**config.mk**
```make
export PLATFORM = sky130hd
export DESIGN_NAME = spi_slave_cnfg_mc_flat
export DESIGN_NICKNAME = d
export VERILOG_FILES = /design/src/rtl/spi_slave_cnfg_mc_if.sv /design/src/rtl/spi_slave_cnfg_mc.sv /design/src/flat_wrapper.sv
export SDC_FILE = /design/constraint.sdc
export NUM_CORES = 1
export LEC_CHECK = 0
export BUFFER_PORTS_ARGS = -buffer_cell sky130_fd_sc_hd__buf_2
export CAP_MARGIN = 10
export CORE_UTILIZATION = 45
export CTS_BUF_LIST = sky130_fd_sc_hd__clkbuf_16
export DETAILED_ROUTE_END_ITERATION = 16
export PLACE_DENSITY = 0.68
export SYNTH_ARGS = -nofsm -noshare
export SYNTH_HDL_FRONTEND = slang
export SYNTH_SLANG_ARGS = --single-unit
```
**constraint.sdc**
```tcl
create_clock -name sclk -period 4.75 [get_ports sclk]
set_clock_uncertainty 0.2 [all_clocks]
set_input_delay 0.2375 -clock sclk [delete_from_list [all_inputs] [get_ports sclk]]
set_output_delay 0.2375 -clock sclk [all_outputs]
set_load 0.01 [all_outputs]
```
**src/rtl/spi_slave_cnfg_mc_if.sv**
```systemverilog
// spi_slave_cnfg_mc_if: SPI pin, status-channel and register-file bundle; slave = config block, master = pads/FSM side
interface spi_slave_cnfg_mc_if #(
  parameter int DATA_W = 16,
  parameter int DEPTH = 24,
  parameter int NCH = 4
);
  logic sc;
  logic mosi;
  logic miso;
  logic miso_oe_n;
  logic rram_busy;
  logic [NCH*DATA_W-1:0] ch_data;
  logic [DEPTH*DATA_W-1:0] cnfg_regs;
  logic wr_pulse;
  logic fsm_go;
  logic err;
  modport slave (
    input sc, mosi, rram_busy, ch_data,
    output miso, miso_oe_n, cnfg_regs, wr_pulse, fsm_go, err
  );
  modport master (
    output sc, mosi, rram_busy, ch_data,
    input miso, miso_oe_n, cnfg_regs, wr_pulse, fsm_go, err
  );
endinterface

```
**src/rtl/spi_slave_cnfg_mc.sv**
```systemverilog
// spi_slave_cnfg_mc: SPI slave decoding op/addr/data frames into a config register file, channel read-back and FSM trigger
// Ports: sclk (sole clock), rst (sync active-high), bus (slave modport: sc, mosi, miso, miso_oe_n, rram_busy,
//   ch_data, cnfg_regs, wr_pulse, fsm_go, err). Define SPI_SLAVE_CNFG_PARITY_EN to add even-parity bits to frames.
module spi_slave_cnfg_mc #(
  parameter int ADDR_W = 5,
  parameter int DATA_W = 16,
  parameter int DEPTH = 24,
  parameter int NCH = 4,
  parameter logic [DATA_W-1:0] RST_VAL = '0
) (
  input logic sclk,
  input logic rst,
  spi_slave_cnfg_mc_if.slave bus
);
  localparam int MX = (ADDR_W > DATA_W) ? ADDR_W : (DATA_W > 2 ? DATA_W : 2);
  localparam int CW = $clog2(MX + 1);
`ifdef SPI_SLAVE_CNFG_PARITY_EN
  localparam int PAR = 1;
`else
  localparam int PAR = 0;
`endif
  localparam int WW = DATA_W - 1 + PAR;
  typedef enum logic [2:0] {OP, ADDR, WDATA, RDATA, DONE} state_t;
  state_t st, st_nx;
  logic [CW-1:0] cnt;
  logic [1:0] op;
  logic [ADDR_W-1:0] addr, addr_nx;
  logic [WW-1:0] wd;
  logic [DATA_W-2:0] sh;
  logic [DEPTH*DATA_W-1:0] regs;
  logic [DATA_W-1:0] reg_rd, ch_rd, rd_word, wdata;
  logic miso, oe_n, wr_pulse, fsm_go, err;
  logic wr_in, par_ok, op_end, addr_end, wd_end, rd_end, wr_ok, wr_err, go_ok, go_err;
`ifdef SPI_SLAVE_CNFG_PARITY_EN
  logic rpar;
`endif
  assign addr_nx = {addr[ADDR_W-2:0], bus.mosi};
  assign rd_word = op[1] ? ch_rd : reg_rd;
  assign op_end = bus.sc && st == OP && cnt == CW'(1);
  assign addr_end = bus.sc && st == ADDR && cnt == CW'(ADDR_W - 1);
  assign wd_end = bus.sc && st == WDATA && cnt == CW'(DATA_W - 1 + PAR);
  assign rd_end = bus.sc && st == RDATA && cnt == CW'(DATA_W - 1 + PAR);
`ifdef SPI_SLAVE_CNFG_PARITY_EN
  // with parity the full word is already shifted in and mosi carries the parity bit
  assign wdata = wd;
  assign par_ok = ~^{op, addr, wd, bus.mosi};
`else
  assign wdata = {wd, bus.mosi};
  assign par_ok = 1'b1;
`endif
  // out-of-range writes are silently dropped; busy or bad parity flags err
  assign wr_ok = wd_end && wr_in && !bus.rram_busy && par_ok;
  assign wr_err = wd_end && (!par_ok || (wr_in && bus.rram_busy));
  assign go_ok = addr_end && op == 2'b11 && !bus.rram_busy;
  assign go_err = addr_end && op == 2'b11 && bus.rram_busy;
  // address decode uses the address including the bit being sampled on this edge
  always_comb begin
    reg_rd = '0;
    ch_rd = '0;
    wr_in = 1'b0;
    for (int i = 0; i < DEPTH; i++) begin
      reg_rd = addr_nx == ADDR_W'(i) ? regs[i*DATA_W +: DATA_W] : reg_rd;
      wr_in = wr_in || addr == ADDR_W'(i);
    end
    for (int i = 0; i < NCH; i++)
      ch_rd = addr_nx == ADDR_W'(i) ? bus.ch_data[i*DATA_W +: DATA_W] : ch_rd;
  end
  always_comb begin
    st_nx = st;
    if (!bus.sc) st_nx = OP;
    else if (op_end) st_nx = ADDR;
    else if (addr_end) st_nx = op == 2'b01 ? WDATA : op == 2'b11 ? DONE : RDATA;
    else if (wd_end || rd_end) st_nx = DONE;
  end
  always_ff @(posedge sclk) st <= rst ? OP : st_nx;
  always_ff @(posedge sclk) begin
    if (rst) begin
      regs <= {DEPTH{RST_VAL}};
      cnt <= '0;
      op <= '0;
      addr <= '0;
      wd <= '0;
      sh <= '0;
      miso <= 1'b0;
      oe_n <= 1'b1;
      wr_pulse <= 1'b0;
      fsm_go <= 1'b0;
      err <= 1'b0;
`ifdef SPI_SLAVE_CNFG_PARITY_EN
      rpar <= 1'b0;
`endif
    end else begin
      wr_pulse <= wr_ok;
      fsm_go <= go_ok;
      err <= err || wr_err || go_err;
      for (int i = 0; i < DEPTH; i++)
        if (wr_ok && addr == ADDR_W'(i)) regs[i*DATA_W +: DATA_W] <= wdata;
      if (!bus.sc) begin
        cnt <= '0;
        miso <= 1'b0;
        oe_n <= 1'b1;
      end else begin
        cnt <= (op_end || addr_end || wd_end || rd_end) ? '0 : st == DONE ? cnt : cnt + 1'b1;
        if (st == OP) op <= {op[0], bus.mosi};
        if (st == ADDR) addr <= addr_nx;
        if (st == WDATA) wd <= {wd[WW-2:0], bus.mosi};
        if (addr_end && !op[0]) begin
          sh <= rd_word[DATA_W-2:0];
          miso <= rd_word[DATA_W-1];
          oe_n <= 1'b0;
`ifdef SPI_SLAVE_CNFG_PARITY_EN
          rpar <= ^rd_word;
`endif
        end else if (rd_end) begin
          miso <= 1'b0;
          oe_n <= 1'b1;
        end else if (st == RDATA) begin
`ifdef SPI_SLAVE_CNFG_PARITY_EN
          miso <= cnt == CW'(DATA_W - 1) ? rpar : sh[DATA_W-2];
`else
          miso <= sh[DATA_W-2];
`endif
          sh <= sh << 1;
        end
      end
    end
  end
  assign bus.cnfg_regs = regs;
  assign bus.miso = miso;
  assign bus.miso_oe_n = oe_n;
  assign bus.wr_pulse = wr_pulse;
  assign bus.fsm_go = fsm_go;
  assign bus.err = err;
endmodule

```
**src/flat_wrapper.sv**
```systemverilog
// flat-port wrapper written by rule: the top's interface ports become plain ports
module spi_slave_cnfg_mc_flat 
#(
  parameter int ADDR_W = 5,
  parameter int DATA_W = 16,
  parameter int DEPTH = 24,
  parameter int NCH = 4,
  parameter logic [DATA_W-1:0] RST_VAL = '0
)
  (sclk, rst, bus_sc, bus_mosi, bus_rram_busy, bus_ch_data, bus_miso, bus_miso_oe_n, bus_cnfg_regs, bus_wr_pulse, bus_fsm_go, bus_err);
  spi_slave_cnfg_mc_if #(.DATA_W(DATA_W), .DEPTH(DEPTH), .NCH(NCH)) bus_i ();
  input logic sclk;
  input logic rst;
  input wire logic [$bits(bus_i.sc)-1:0] bus_sc;
  input wire logic [$bits(bus_i.mosi)-1:0] bus_mosi;
  input wire logic [$bits(bus_i.rram_busy)-1:0] bus_rram_busy;
  input wire logic [$bits(bus_i.ch_data)-1:0] bus_ch_data;
  output wire logic [$bits(bus_i.miso)-1:0] bus_miso;
  output wire logic [$bits(bus_i.miso_oe_n)-1:0] bus_miso_oe_n;
  output wire logic [$bits(bus_i.cnfg_regs)-1:0] bus_cnfg_regs;
  output wire logic [$bits(bus_i.wr_pulse)-1:0] bus_wr_pulse;
  output wire logic [$bits(bus_i.fsm_go)-1:0] bus_fsm_go;
  output wire logic [$bits(bus_i.err)-1:0] bus_err;
  assign bus_i.sc = bus_sc;
  assign bus_i.mosi = bus_mosi;
  assign bus_i.rram_busy = bus_rram_busy;
  assign bus_i.ch_data = bus_ch_data;
  assign bus_miso = bus_i.miso;
  assign bus_miso_oe_n = bus_i.miso_oe_n;
  assign bus_cnfg_regs = bus_i.cnfg_regs;
  assign bus_wr_pulse = bus_i.wr_pulse;
  assign bus_fsm_go = bus_i.fsm_go;
  assign bus_err = bus_i.err;
  spi_slave_cnfg_mc #(.ADDR_W(ADDR_W), .DATA_W(DATA_W), .DEPTH(DEPTH), .NCH(NCH), .RST_VAL(RST_VAL)) u_core (.sclk(sclk), .rst(rst), .bus(bus_i));
endmodule
```
# Word level (Yosys, flattened, before mapping)
# Cells that the tools add are included.
# totals
inputBits	69
register_bits	434
# classes
n_eq_ne	56
mux	42
bitwise	1
addsub	1
reduce_logical	86
# op_table
op	count
16-bit 2-to-1 mux	29
5-bit by 4-bit == test with 1-bit output (second input constant)	17
5-bit == test (second input constant)	16
5-bit by 3-bit == test with 1-bit output (second input constant)	9
15-bit 2-to-1 mux	3
1-bit logical AND	40
1-bit logical OR	29
5-bit by 2-bit == test with 1-bit output (second input constant)	4
5-bit by 1-bit == test with 1-bit output (second input constant)	3
3-bit 2-to-1 mux	4
5-bit logical NOT	2
3-bit by 2-bit == test with 1-bit output (second input constant)	2
1-bit 2-to-1 mux	6
2-bit AND reduction	3
2-bit nonzero test	3
3-bit nonzero test	2
3-bit OR reduction	2
5-bit by 1-bit adder with 5-bit output (second input constant)	1
3-bit by 1-bit == test with 1-bit output (second input constant)	1
3-bit == test (second input constant)	1
3-bit logical NOT	1
3-bit AND reduction	1
2-bit by 1-bit == test with 1-bit output (second input constant)	1
2-bit == test (second input constant)	1
4 further kinds	5

# Logic depth before layout (Yosys ltp)
# depth
word_depth	28
depth_mapped	11
ltp_nobuf	8

# Worst setup path before layout
# No wires, ideal clock.
# synth_path
path_kind	register to register
start	register u_core.cnt[0]
end	register u_core.sh[12]
path_slack_ns	2.251
required_time_ns	4.477
setup_time_ns	0.073
synth_period_minus_slack_ns	2.499
path_stages_with_launch	10
arrival_time_ns	2.226
cell_sequence	dfxtp_1 > ha_1 > and3_1 > ha_1 > or3_1 > clkbuf_1 > a21oi_2 > o2111ai_1 > a311o_1 > o211ai_2
# synth_via
elab_chain_cells	5
elab_cells_between_ends	9
cone_classes	eq/ne: 3; mux: 1; reduce/logical: 5
# synth_rtl
item	line_no	rtl
start: declaration	spi_slave_cnfg_mc.sv:25	logic [CW-1:0] cnt;
start signal: assignment	spi_slave_cnfg_mc.sv:103	cnt <= (op_end || addr_end || wd_end || rd_end) ? '0 : st == DONE ? cnt : cnt + 1'b1;
5-bit by 3-bit == test with 1-bit output	spi_slave_cnfg_mc.sv:40	assign addr_end = bus.sc && st == ADDR && cnt == CW'(ADDR_W - 1);
1-bit logical AND	spi_slave_cnfg_mc.sv:40	
1-bit logical AND	spi_slave_cnfg_mc.sv:107	if (addr_end && !op[0]) begin
2-bit inequality test (no source line) or 2-bit nonzero test (tied branches)	--	
3-bit AND reduction (no source line)	--	
end signal: assignment	spi_slave_cnfg_mc.sv:108	sh <= rd_word[DATA_W-2:0];
end signal: assignment	spi_slave_cnfg_mc.sv:123	sh <= sh << 1;
end: declaration	spi_slave_cnfg_mc.sv:29	logic [DATA_W-2:0] sh;
# Parallel ways exist; a longest one is shown, timed or not.
# A chain may end at the register's enable or synchronous reset.

# Worst setup path in the final report
# layout_path
start	register u_core.addr[1]
end	register u_core.sh[10]
# layout_via
elab_chain_cells	27
elab_cells_between_ends	54
cone_classes	eq/ne: 23; mux: 30; reduce/logical: 1
# layout_rtl
item	line_no	rtl
start: declaration	spi_slave_cnfg_mc.sv:27	logic [ADDR_W-1:0] addr, addr_nx;
start signal: assignment	spi_slave_cnfg_mc.sv:105	if (st == ADDR) addr <= addr_nx;
5-bit logical NOT	spi_slave_cnfg_mc.sv:62, spi_slave_cnfg_mc.sv:66	
16-bit 2-to-1 mux (24 in a row)	spi_slave_cnfg_mc.sv:62	reg_rd = addr_nx == ADDR_W'(i) ? regs[i*DATA_W +: DATA_W] : reg_rd;
16-bit 2-to-1 mux (*)	spi_slave_cnfg_mc.sv:38	assign rd_word = op[1] ? ch_rd : reg_rd;
15-bit 2-to-1 mux (*)	spi_slave_cnfg_mc.sv:107	
# Every way passes the cells marked *; elsewhere a longest branch is shown, timed or not.

==> flow_results.org <==
** Layout
- From synthesis to final layout, the design area changed by 19.5%.
- Share of post-route cells with drive strength above 1 :: 0.220
- Nets :: approximately 3000

** Synth
- Xor and xnor fraction of the mapped netlist area :: 0.00127
- Multiplexer share of the synthesized area :: 0.0607
- The netlist uses 81 different library cells.
- For this run, the number of Yosys warnings is 0.
- Main flop type after synthesis :: sky130_fd_sc_hd__dfxtp_1
- Of the total synthesized cell area, the portion taken by full adders, half adders and majority gates is 0.00241.
- The cell area that synthesis handed to floorplanning was 20800 µm².
- After synthesis, the cell types taking the most area are sky130_fd_sc_hd__dfxtp_1 42%, sky130_fd_sc_hd__a21oi_1 9.8%, sky130_fd_sc_hd__nand2_1 8.5%, sky130_fd_sc_hd__nand3_1 7.6%, sky130_fd_sc_hd__mux2i_1 5.2%.
- Post-synthesis instance total :: about 2700
- The area fraction in compound gates after synthesis came to 0.208.
- In the synthesized netlist the async set-or-reset flop fraction comes to 0.
- Sequential fraction of the synthesis area :: 0.418
- Cell with the most instances after synthesis :: sky130_fd_sc_hd__nand2_1
- Number of storage elements in the synthesis netlist :: 434
- Library cell occupying the most area in the post-synthesis netlist :: sky130_fd_sc_hd__dfxtp_1
- Fraction of post-synthesis cell area in the top cell type by area :: 0.418
- EDFF count, synth :: 0
- Largest family of logic cells by synthesized area :: simple AND/OR/NAND/NOR gates
- Per-instance average area after synthesis :: between 7 and 8 µm²
- Simple-gate area share of the yosys netlist :: 0.248
- Top cells by count, synth :: 469 x sky130_fd_sc_hd__nand2_1, 434 x sky130_fd_sc_hd__dfxtp_1, 408 x sky130_fd_sc_hd__a21oi_1
- When the netlist entered floorplanning its net count stood at roughly 2800.

** Drt
- For this run, design rule violations remaining after detail routing come to 0.
- Pre-Repair DR Iteration Count :: 6
- Count of routing violations after the opening detailed-route iteration :: 3816
- WL final :: roughly 100 mm
- The detail route stage leaves a number of antenna-violating nets equal to 0.
- After detailed routing, the number of vias per cell comes to ~6.5.
- Detailed routing inserted a total of between 20000 and 25000 vias.
- After detailed routing, the average wire length per cell comes to 28.8 µm.

** Power and ir drop
- Peak supply drop :: approximately 280 µV
- Dividing total power by cell area gives a power density of ~300 nW/µm².
- Static Leak :: slightly above 10 nW
- Sequential Power Share :: 0.491
- For this design the total switching power over the nets is ~1.8 mW.
- Of the total power, combinational logic draws 0.032.
- Of the total power, the share spent switching nets is 0.237.
- The share of total power dissipated in the clock network is 0.477.
- The internal portion of the total power is around 5.7 mW.

** Timing
- Based on the critical path, the design can be clocked at up to between 200 and 300 MHz.
- Setup violations remaining at the end of the flow were counted as 0.
- Number of endpoints with negative hold slack in the final report :: 0
- For the pin with the worst max-slew slack, the measured transition is 1090 ps.
- Final worst path period need :: between 3000 and 4000 ps
- Rel. slew slack :: 0.269
- Adding up every negative setup slack in the final design gives 0 ps.
- Setup repair after global routing left no endpoint under its margin.
- In the finished design, the share of the clock period the worst path needs comes to 0.824.
- The final-report max-slew violation count came to 0.
- Post-route setup slack :: 834 ps

** Setup path
- STA classifies the critical path endpoint as a register.
- The worst setup path is launched from a register.
- At the worst endpoint, the required time is 5010 ps.
- Arrival time reported for the critical path endpoint :: 4180 ps
- Largest stage delay on the critical path :: 970 ps
- Instance count on the critical path :: 6
- Worst setup startpoint :: u_core.addr[1]$_SDFFE_PP0P_
- In this design, the largest share of critical-path delay is due to compound AO/OA/AOI/OAI gates.
- Ordered cell list for the critical path :: nand2b_1 > nor3_2 > a2111oi_0 > a31o_2 > a21o_1 > a31oi_1
- The worst register-to-register path has a depth of 6.
- Type of the worst setup path :: reg2reg
- Cell type of the slowest stage on the worst timing path :: sky130_fd_sc_hd__a2111oi_0
- In this run the worst path has a maximum fanout of 36.
- Beginning of the worst register-to-register path :: u_core.addr[1]$_SDFFE_PP0P_
- Number of buffers and inverters on the critical path :: 0

** Clocking
- In this run the clock root is driven by a sky130_fd_sc_hd__clkbuf_16.
- Clock tree synthesis inserted a total of 47 buffers.
- CTS built an H-tree with a depth of 2.
- Number of cells upsized or downsized after cts :: 0
- Later-pin clock latency in the skew report :: ~600 ps
- TritonCTS built the clock tree.
- Num Clock Sinks :: 434
- Buffers from clock root to sink, at most :: 3
- Clock-pin slew was measured on the worst setup and hold paths at 60 ps.

** Floorplan
- Row count :: between 70 and 80
- # IOs :: 458
- The core region is 45500 µm².
- The floorplan step defined a die boundary enclosing 47000 µm².
- The floorplan step set the die height to around 220 µm.
- Effective utilization at floorplan :: 0.457
- Die width :: between 200 and 250 µm

** Flow run
- The tool flagged a number of max-cap violations equal to 0.

** Worst hold path
- Hold Path Origin :: bus_ch_data[29]
- Hold crit path type :: in2reg
- The worst hold path was traced through 4 stages.

** Placement
- HPWL after DPL :: between 70 and 80 mm
- The count of buffers added on input and output ports is between 400 and 500.
- GP Congestion :: between 1 and 1.5
- OpenSTA, run right after detailed placement, puts the worst setup slack at approximately 1000 ps.

** GRT
- Wire length of the first global-routing pass :: roughly 150 mm
- Vias in the first global route :: 21200
- Number of antenna violations at the first check in global routing :: 2
- Total overflow reported by the global router :: 0
- Entering global routing, the biggest net connects between 150 and 200 pins.
- For this run, the total global-route usage over all layers was measured as 0.426.

** Run status
- Outcome :: complete, no violations
==> cell usage in the layout (no fill, tap or decap), types with 10 or more instances in the layout <==
cell type | Yosys | layout
sky130_fd_sc_hd__a211oi_1 | 25 | 25
sky130_fd_sc_hd__a21oi_1 | 408 | 408
sky130_fd_sc_hd__a221oi_1 | 16 | 16
sky130_fd_sc_hd__a22oi_1 | 50 | 50
sky130_fd_sc_hd__a31oi_1 | 16 | 16
sky130_fd_sc_hd__and3_1 | 18 | 18
sky130_fd_sc_hd__buf_2 | 100 | 455
sky130_fd_sc_hd__buf_4 | 1 | 70
sky130_fd_sc_hd__clkbuf_16 | 0 | 50
sky130_fd_sc_hd__clkinv_1 | 1 | 10
sky130_fd_sc_hd__clkinv_2 | 0 | 11
sky130_fd_sc_hd__dfxtp_1 | 434 | 416
sky130_fd_sc_hd__dfxtp_2 | 0 | 17
sky130_fd_sc_hd__inv_1 | 16 | 23
sky130_fd_sc_hd__mux2_2 | 10 | 10
sky130_fd_sc_hd__mux2i_1 | 108 | 108
sky130_fd_sc_hd__nand2_1 | 469 | 469
sky130_fd_sc_hd__nand2b_1 | 20 | 20
sky130_fd_sc_hd__nand3_1 | 316 | 316
sky130_fd_sc_hd__nor2_1 | 161 | 158
sky130_fd_sc_hd__nor2b_1 | 17 | 17
sky130_fd_sc_hd__nor3_1 | 35 | 31
sky130_fd_sc_hd__nor4_1 | 11 | 11
sky130_fd_sc_hd__o21ai_0 | 52 | 52
sky130_fd_sc_hd__o22ai_1 | 22 | 22
sky130_fd_sc_hd__o31ai_1 | 10 | 10
sky130_fd_sc_hd__o32ai_1 | 10 | 10
sky130_fd_sc_hd__or3_1 | 12 | 12
==> metal layers <==
layer | wire, µm | track usage
met5 | 23 | 0
met2 | 45100 | 0.635
met3 | 13800 | 0.0967
met1 | 40600 | 0.585
met4 | 5140 | 0.197
==> layout make-up <==
class | count | area [µm²]
fillers | 4339 | 20700
multi-input cells | 1968 | 10900
flip-flops and latches | 434 | 8710
repair buffers | 535 | 2950
clock buffers | 50 | 1250
well taps | 600 | 751
clock inverters | 34 | 195
inverters | 17 | 63.8
diodes | 1 | 2.50
==> flip-flops by register name (all words and copies together) (netlist names) <==
name,cells
u_core.bus.fsm_go,1
u_core.addr,5
u_core.bus.err,1
u_core.cnt,5
u_core.bus.miso,1
u_core.bus.miso_oe_n,1
u_core.bus.cnfg_regs,384
u_core.sh,15
u_core.bus.wr_pulse,1
u_core.op,2
u_core.wd,15
u_core.st,3
==> path summary, 6_finish.rpt <==
path / end / slack [ps]
setup reg to reg: u_core.sh[10]$_SDFFE_PP0P_ / 830
hold / removal: u_core.sh[13]$_SDFFE_PP0P_ / 10
hold reg to reg: u_core.bus.cnfg_regs[49]$_SDFFE_PP0P_ / 270
setup / recovery: u_core.sh[10]$_SDFFE_PP0P_ / 830
==> what timing repair did <==
action,CTS,global route
endpoints found under the hold margin,101,0
setup endpoints to repair,0,0
setup buffers,0,0
hold buffers,5,0
==> power groups by stage <==
| stage | Clock, mW | Combinational, mW | Sequential (mW) |
|---|---|---|---|
| 2_1_floorplan | 0 | 0.130 | 3.72 |
| 3_3_place_gp | 0 | 0.221 | 3.73 |
| 3_5_place_dp | 0 | 0.222 | 3.73 |
| 4_1_cts | 3.52 | 0.226 | 3.65 |
| 5_1_grt | 3.69 | 0.244 | 3.64 |
| 6_report | 3.54 | 0.236 | 3.65 |
==> worst min-delay path, stage by stage <==
cell	delay, ps
sky130_fd_sc_hd__buf_2	70
sky130_fd_sc_hd__a22oi_1	80
sky130_fd_sc_hd__nand4_1	180
sky130_fd_sc_hd__a41o_1	190
==> logic make-up (layout without fill, tap and decap cells) <==
logic type | Yosys count | after routing
AO/OA/AOI/OAI | 715 | 715
other | 0 | 1
AND/OR/NAND/NOR | 1125 | 1125
flip-flops | 434 | 434
multiplexers | 121 | 121
buffers and inverters | 297 | 636
adder cells (fa/ha/maj) | 4 | 4
XOR/XNOR | 3 | 3
==> through the flow <==
step	total power [mW]	area (µm²)	utilization	instances	hold slack [ps]
CTS	7.40	24800	0.545	3638	0.174
floorplan	3.85	20800	-	2699	114
global route	7.58	24800	0.545	3638	27.6
global placement	3.95	23300	0.513	3549	255
detailed placement	3.95	23300	0.513	3549	265
finish	7.42	24800	0.545	3639	12.5
Note: power is estimated with default switching activity, not from simulation.
